File: config.mk
export PLATFORM = sky130hd
export DESIGN_NAME = plru_update_stage_flat
export DESIGN_NICKNAME = d
export VERILOG_FILES = /design/src/rtl/plru_update_stage_if.sv /design/src/rtl/plru_update_stage.sv /design/src/flat_wrapper.sv
export SDC_FILE = /design/constraint.sdc
export NUM_CORES = 1
export LEC_CHECK = 0
export ABC_AREA = 1
export BUFFER_PORTS_ARGS = -buffer_cell sky130_fd_sc_hd__clkbuf_2
export CORE_AREA = 2 2 39 41
export DETAILED_ROUTE_END_ITERATION = 7
export DIE_AREA = 0 0 41 43
export SETUP_SLACK_MARGIN = 0.1
export SLEW_MARGIN = 20
export SYNTH_ARGS = -nofsm -noshare
export SYNTH_HDL_FRONTEND = slang
export SYNTH_SLANG_ARGS = --single-unit
File: constraint.sdc
create_clock -name clk -period 1 [get_ports clk]
set_input_delay 0.3 -clock clk [delete_from_list [all_inputs] [get_ports clk]]
set_output_delay 0.3 -clock clk [all_outputs]
set_load 0.01 [all_outputs]
File: src/rtl/plru_update_stage_if.sv
// Request, response and LRU-array bus of the PLRU update stage.
// req_way_valid exists only when PLRU_INVALID_FIRST_EN is defined.
interface plru_update_stage_if #(
    parameter int unsigned s_index = 3,
    parameter int unsigned s_way   = 2
);
    localparam int unsigned num_ways = 2 ** s_way;

    logic                  req_valid;
    logic                  req_ready;
    logic [s_index-1:0]    req_index;
    logic [s_way-1:0]      req_way;
    logic                  req_touch;
`ifdef PLRU_INVALID_FIRST_EN
    logic [num_ways-1:0]   req_way_valid;
`endif
    logic                  resp_valid;
    logic                  resp_ready;
    logic [s_index-1:0]    resp_index;
    logic [s_way-1:0]      resp_victim;
    logic                  arr_read;
    logic [s_index-1:0]    arr_rindex;
    logic [num_ways-2:0]   arr_dataout;
    logic                  arr_load;
    logic [s_index-1:0]    arr_windex;
    logic [num_ways-2:0]   arr_datain;

    // master is the requester plus the LRU array; slave is the stage itself.
    modport master (
`ifdef PLRU_INVALID_FIRST_EN
        output req_way_valid,
`endif
        output req_valid, req_index, req_way, req_touch, resp_ready, arr_dataout,
        input  req_ready, resp_valid, resp_index, resp_victim,
        input  arr_read, arr_rindex, arr_load, arr_windex, arr_datain
    );

    modport slave (
`ifdef PLRU_INVALID_FIRST_EN
        input  req_way_valid,
`endif
        input  req_valid, req_index, req_way, req_touch, resp_ready, arr_dataout,
        output req_ready, resp_valid, resp_index, resp_victim,
        output arr_read, arr_rindex, arr_load, arr_windex, arr_datain
    );
endinterface

File: src/rtl/plru_update_stage.sv
// Tree pseudo-LRU read-modify-write stage in front of the LRU register array.
// Define PLRU_INVALID_FIRST_EN to prefer the lowest-numbered invalid way as victim.
module plru_update_stage #(
    parameter int unsigned s_index = 3,
    parameter int unsigned s_way   = 2
) (
    input  logic                clk,
    input  logic                rst,
    plru_update_stage_if.slave  bus
);
    localparam int unsigned num_ways = 2 ** s_way;
    localparam int unsigned node_w   = s_way + 1;

    logic                s1_valid;
    logic [s_index-1:0]  s1_index;
    logic [s_way-1:0]    s1_way;
    logic                s1_touch;
`ifdef PLRU_INVALID_FIRST_EN
    logic [num_ways-1:0] s1_way_valid;
`endif

    logic                accept;
    logic                fire;
    logic [2*num_ways-1:0] tree_cur;
    logic [node_w-1:0]   walk;
    logic [s_way-1:0]    plru_victim;
    logic [s_way-1:0]    victim;
    logic [num_ways-2:0] upd_bits;

    assign bus.req_ready = !s1_valid || bus.resp_ready;
    // Gating with rst drops an in-flight request without touching the array.
    assign accept = bus.req_valid && bus.req_ready && !rst;
    assign fire   = s1_valid && bus.resp_ready && !rst;

    assign bus.arr_read    = accept;
    assign bus.arr_rindex  = bus.req_index;
    assign bus.arr_load    = fire && s1_touch;
    assign bus.arr_windex  = s1_index;
    assign bus.arr_datain  = upd_bits;
    assign bus.resp_valid  = s1_valid;
    assign bus.resp_index  = s1_index;
    assign bus.resp_victim = victim;

    always_ff @(posedge clk) begin
        if (rst) begin
            s1_valid <= 1'b0;
            s1_index <= '0;
            s1_way   <= '0;
            s1_touch <= 1'b0;
`ifdef PLRU_INVALID_FIRST_EN
            s1_way_valid <= '1;
`endif
        end else if (accept) begin
            s1_valid <= 1'b1;
            s1_index <= bus.req_index;
            s1_way   <= bus.req_way;
            s1_touch <= bus.req_touch;
`ifdef PLRU_INVALID_FIRST_EN
            s1_way_valid <= bus.req_way_valid;
`endif
        end else if (bus.resp_ready) begin
            s1_valid <= 1'b0;
        end
    end

    // Victim walk over the heap; the array holds its output while S1 stalls.
    always_comb begin
        tree_cur    = {{(num_ways + 1){1'b0}}, bus.arr_dataout};
        walk        = '0;
        plru_victim = '0;
        for (int lvl = 0; lvl < int'(s_way); lvl++) begin
            plru_victim = (plru_victim << 1) | s_way'(tree_cur[walk]);
            walk        = (walk << 1) + node_w'(1) + node_w'(tree_cur[walk]);
        end
    end

    // Node n (heap 1-based n+1) lies on the path to way w when it is an ancestor of leaf {1,w}.
    for (genvar n = 0; n < int'(num_ways) - 1; n++) begin : g_node
        localparam int unsigned depth = $clog2(n + 2) - 1;
        logic [node_w-1:0] anc;
        assign anc         = {1'b1, s1_way} >> (s_way - depth);
        assign upd_bits[n] = (anc == node_w'(n + 1)) ? !s1_way[s_way-1-depth]
                                                     : bus.arr_dataout[n];
    end

`ifdef PLRU_INVALID_FIRST_EN
    always_comb begin
        victim = plru_victim;
        for (int i = int'(num_ways) - 1; i >= 0; i--) begin
            if (!s1_way_valid[i]) victim = s_way'(i);
        end
    end
`else
    assign victim = plru_victim;
`endif
endmodule
File: src/flat_wrapper.sv
// flat-port wrapper written by rule: the top's interface ports become plain ports
module plru_update_stage_flat 
#(
    parameter int unsigned s_index = 3,
    parameter int unsigned s_way   = 2
)
  (clk, rst, bus_req_valid, bus_req_index, bus_req_way, bus_req_touch, bus_resp_ready, bus_arr_dataout, bus_req_ready, bus_resp_valid, bus_resp_index, bus_resp_victim, bus_arr_read, bus_arr_rindex, bus_arr_load, bus_arr_windex, bus_arr_datain);
  plru_update_stage_if #(.s_index(s_index), .s_way(s_way)) bus_i ();
  input  logic clk;
  input  logic rst;
  input wire logic [$bits(bus_i.req_valid)-1:0] bus_req_valid;
  input wire logic [$bits(bus_i.req_index)-1:0] bus_req_index;
  input wire logic [$bits(bus_i.req_way)-1:0] bus_req_way;
  input wire logic [$bits(bus_i.req_touch)-1:0] bus_req_touch;
  input wire logic [$bits(bus_i.resp_ready)-1:0] bus_resp_ready;
  input wire logic [$bits(bus_i.arr_dataout)-1:0] bus_arr_dataout;
  output wire logic [$bits(bus_i.req_ready)-1:0] bus_req_ready;
  output wire logic [$bits(bus_i.resp_valid)-1:0] bus_resp_valid;
  output wire logic [$bits(bus_i.resp_index)-1:0] bus_resp_index;
  output wire logic [$bits(bus_i.resp_victim)-1:0] bus_resp_victim;
  output wire logic [$bits(bus_i.arr_read)-1:0] bus_arr_read;
  output wire logic [$bits(bus_i.arr_rindex)-1:0] bus_arr_rindex;
  output wire logic [$bits(bus_i.arr_load)-1:0] bus_arr_load;
  output wire logic [$bits(bus_i.arr_windex)-1:0] bus_arr_windex;
  output wire logic [$bits(bus_i.arr_datain)-1:0] bus_arr_datain;
  assign bus_i.req_valid = bus_req_valid;
  assign bus_i.req_index = bus_req_index;
  assign bus_i.req_way = bus_req_way;
  assign bus_i.req_touch = bus_req_touch;
  assign bus_i.resp_ready = bus_resp_ready;
  assign bus_i.arr_dataout = bus_arr_dataout;
  assign bus_req_ready = bus_i.req_ready;
  assign bus_resp_valid = bus_i.resp_valid;
  assign bus_resp_index = bus_i.resp_index;
  assign bus_resp_victim = bus_i.resp_victim;
  assign bus_arr_read = bus_i.arr_read;
  assign bus_arr_rindex = bus_i.arr_rindex;
  assign bus_arr_load = bus_i.arr_load;
  assign bus_arr_windex = bus_i.arr_windex;
  assign bus_arr_datain = bus_i.arr_datain;
  plru_update_stage #(.s_index(s_index), .s_way(s_way)) u_core (.clk(clk), .rst(rst), .bus(bus_i));
endmodule
==> impl_metrics.json <==
{
  "wl_um": 1130,
  "yosys.area.top_type": "dfxtp_1",
  "worst_pin_slew_ns": 0.1844,
  "power.internal_w": 0.0005986,
  "hold_violations": 0,
  "comb_power_share_pct": 31.4,
  "ios": 31,
  "pwr-share-seq_pct": 38.3,
  "switching_share_pct": 29.19,
  "grt_max_degree": 7,
  "grt_pass1_wl_um": 1393,
  "yosys.cell_types.count": 13,
  "synthTopCellsByArea": "dfxtp_1, nand2_1, buf_4, inv_1, nand3_1",
  "yosys.area_share.adder_pct": 0,
  "cts.sinks": 7,
  "numCtsBuffers": 3,
  "worstSetupEndpointType": "primary output",
  "antenna_left": 0,
  "skew_ns": 0.001760,
  "drc": 0,
  "dieArea_um2": 1763,
  "cts_root_buf": "clkbuf_4",
  "row_count": 14,
  "path_clk_slew_ns": 0.05,
  "worstHoldStart": "bus_req_way[1]",
  "place_inst": 103,
  "period_share_pct": 124.3,
  "syn_inst": 60,
  "synth_warnings": 0,
  "routed_via_density": 4.273,
  "synth_seq_cells": 7,
  "antenna_cells": 0,
  "synth_xor_area_share_pct": 0,
  "final_area_um2": 775.7,
  "die_x_um": 41,
  "synth_top_family_by_area": "simple AND/OR/NAND/NOR gates",
  "maxCapViolCount": 0,
  "area_growth_pct": 87.31,
  "num_vias": 470,
  "seq_area_frac_synth_pct": 33.84,
  "maxSlewViolCount": 0,
  "syn_area_per_cell_um2": 6.902,
  "p_leak_nw": 0.4122,
  "cts_max_level": 1,
  "tns_ns": -0.9722,
  "hpwl_um": 688.6,
  "cts_tree": "done",
  "globalplace.congestion": 0.7005,
  "grt_pass1_vias": 341,
  "crit_start": "u_core.s1_touch$_SDFFE_PP0P_",
  "grt_use_total_pct": 12.07,
  "synth_top_cell_area_share_pct": 33.84,
  "die_h_um": 43,
  "max_freq_mhz": 804.2,
  "ir_drop_uv": 734.3,
  "wire_per_inst_um": 10.27,
  "layout_common_cells": "buf_6, nand2_1, clkbuf_2",
  "nets": 108,
  "antenna_found_initial": 0,
  "crit_fanout": 2,
  "synth-simple-area-share_pct": 36.86,
  "crit_type": "flop to primary output",
  "start_util_pct": 29.93,
  "port_buffers": 30,
  "outcome": "finished with violations",
  "coreArea_um2": 1384,
  "syn_area_um2": 414.1,
  "synth-compound-area-share_pct": 4.834,
  "setup_viol": 11,
  "layout-drive-gt1-share_pct": 68.09,
  "cp.arrival_ns": 0.94,
  "final_common_cell": "buf_6",
  "rsz0062_at_grt": "yes",
  "synth_nets": 73,
  "placed_area_um2": 580.6,
  "fin_cells": 110,
  "violations": "negative setup slack",
  "pwr_density_cell_nw_per_um2": 1090,
  "detail_route.first_pass.iterations": 4,
  "cts_hold_buf": 0,
  "switchingPower_w": 0.0002468,
  "startpoint_type": "flop",
  "relSlewSlack_pct": 87.70,
  "fin_crit_ns": 1.243,
  "clk_path_buf_depth": 2,
  "clock_latency_ns": 0.25,
  "pwr-share-clk_pct": 30.4,
  "dp_worst_setup_slack_ns": -0.1599,
  "drt-initial-drc-count": 1,
  "grt-ovfl-total": 0,
  "r2r-start": "u_core.bus.resp_valid$_SDFFE_PP0P_",
  "required_ns": 0.70,
  "hp-class": "input port to flop",
  "setup_slack_ns": -0.2435,
  "synthMuxAreaShare_pct": 0
}
==> synth_stat cells <==
library cell and instances:
buf_6 1, inv_1 10, nor2_8 1, and3_1 1, nand2_1 15, nor2_1 6, nand2_2 1, o21ai_0 3
buf_4 7, nand2_4 1, a21oi_1 1, nand3_1 6, dfxtp_1 7
==> critical path, stage by stage (launching register included) <==
cell and delay, ns:
dfxtp_2 0.32, inv_2 0.04, nor2_4 0.07, and3_4 0.18, buf_6 0.09
==> through the flow <==
stage / utilization, % / hold slack [ns] / power, W
after floorplan: - / 0.4413 / 0.0004507
after global placement: 41.95 / 0.5163 / 0.0005147
after detailed placement: 41.95 / 0.5177 / 0.0005162
after CTS: 47.56 / 0.2680 / 0.0008022
after global routing: 56.06 / 0.2641 / 0.0009064
final: 56.06 / 0.2768 / 0.0008454
==> kinds of logic (layout without fill, tap and decap cells) <==
group | after synthesis | count (layout)
compound gates | 4 | 4
simple gates | 31 | 31
flops | 7 | 7
buf+inv | 18 | 52
==> worst paths after layout <==
path,endpoint,slack [ns],cells after the start
setup / recovery,bus_arr_load,-0.24,4
hold / removal,u_core.s1_way[1]$_SDFFE_PP0P_,0.28,3
setup reg to reg,u_core.bus.arr_windex[0]$_SDFFE_PP0P_,0,6
hold reg to reg,u_core.s1_touch$_SDFFE_PP0P_,0.53,4
==> state kept, by name (all words and copies together), names as in the netlist <==
name,cells
u_core.bus.arr_windex,3
u_core.bus.resp_valid,1
u_core.s1_touch,1
u_core.s1_way,2
==> layout make-up <==
| class | count | area [um2] |
|---|---|---|
| Clock buffer | 4 | 26.28 |
| Multi-Input combinational cell | 35 | 226.5 |
| Timing Repair Buffer | 38 | 312.8 |
| Tap cell | 16 | 20.02 |
| Inverter | 10 | 40.04 |
| Sequential cell | 7 | 150.1 |
| Fill cell | 132 | 608.1 |
==> layer usage <==
metal	up-vias	global-route usage [%]	share of wire [%]
li1	245	-	-
met1	207	15.53	40
met2	18	16.88	54
met3	0	3.141	5.8
met4	0	8.000	0
met5	-	0	0
==> power groups by stage <==
stage / clock network [W] / registers, W / logic [W]
after floorplan: 0 / 0.000325 / 0.000125
after global placement: 0 / 0.000320 / 0.000194
after detailed placement: 0 / 0.000321 / 0.000195
after CTS: 0.000268 / 0.000320 / 0.000214
after global routing: 0.000289 / 0.000326 / 0.000292
final: 0.000257 / 0.000324 / 0.000265
==> timing repair <==
item                                   in CTS  in global routing
setup endpoints to repair                  14                 21
pin swaps                                   5                  4
gates cloned                                0                  0
setup buffers                               3                  2
endpoints found under the hold margin       0                  0
resized for setup                          14                 40
No activity file was read; power rests on OpenSTA's default activity.
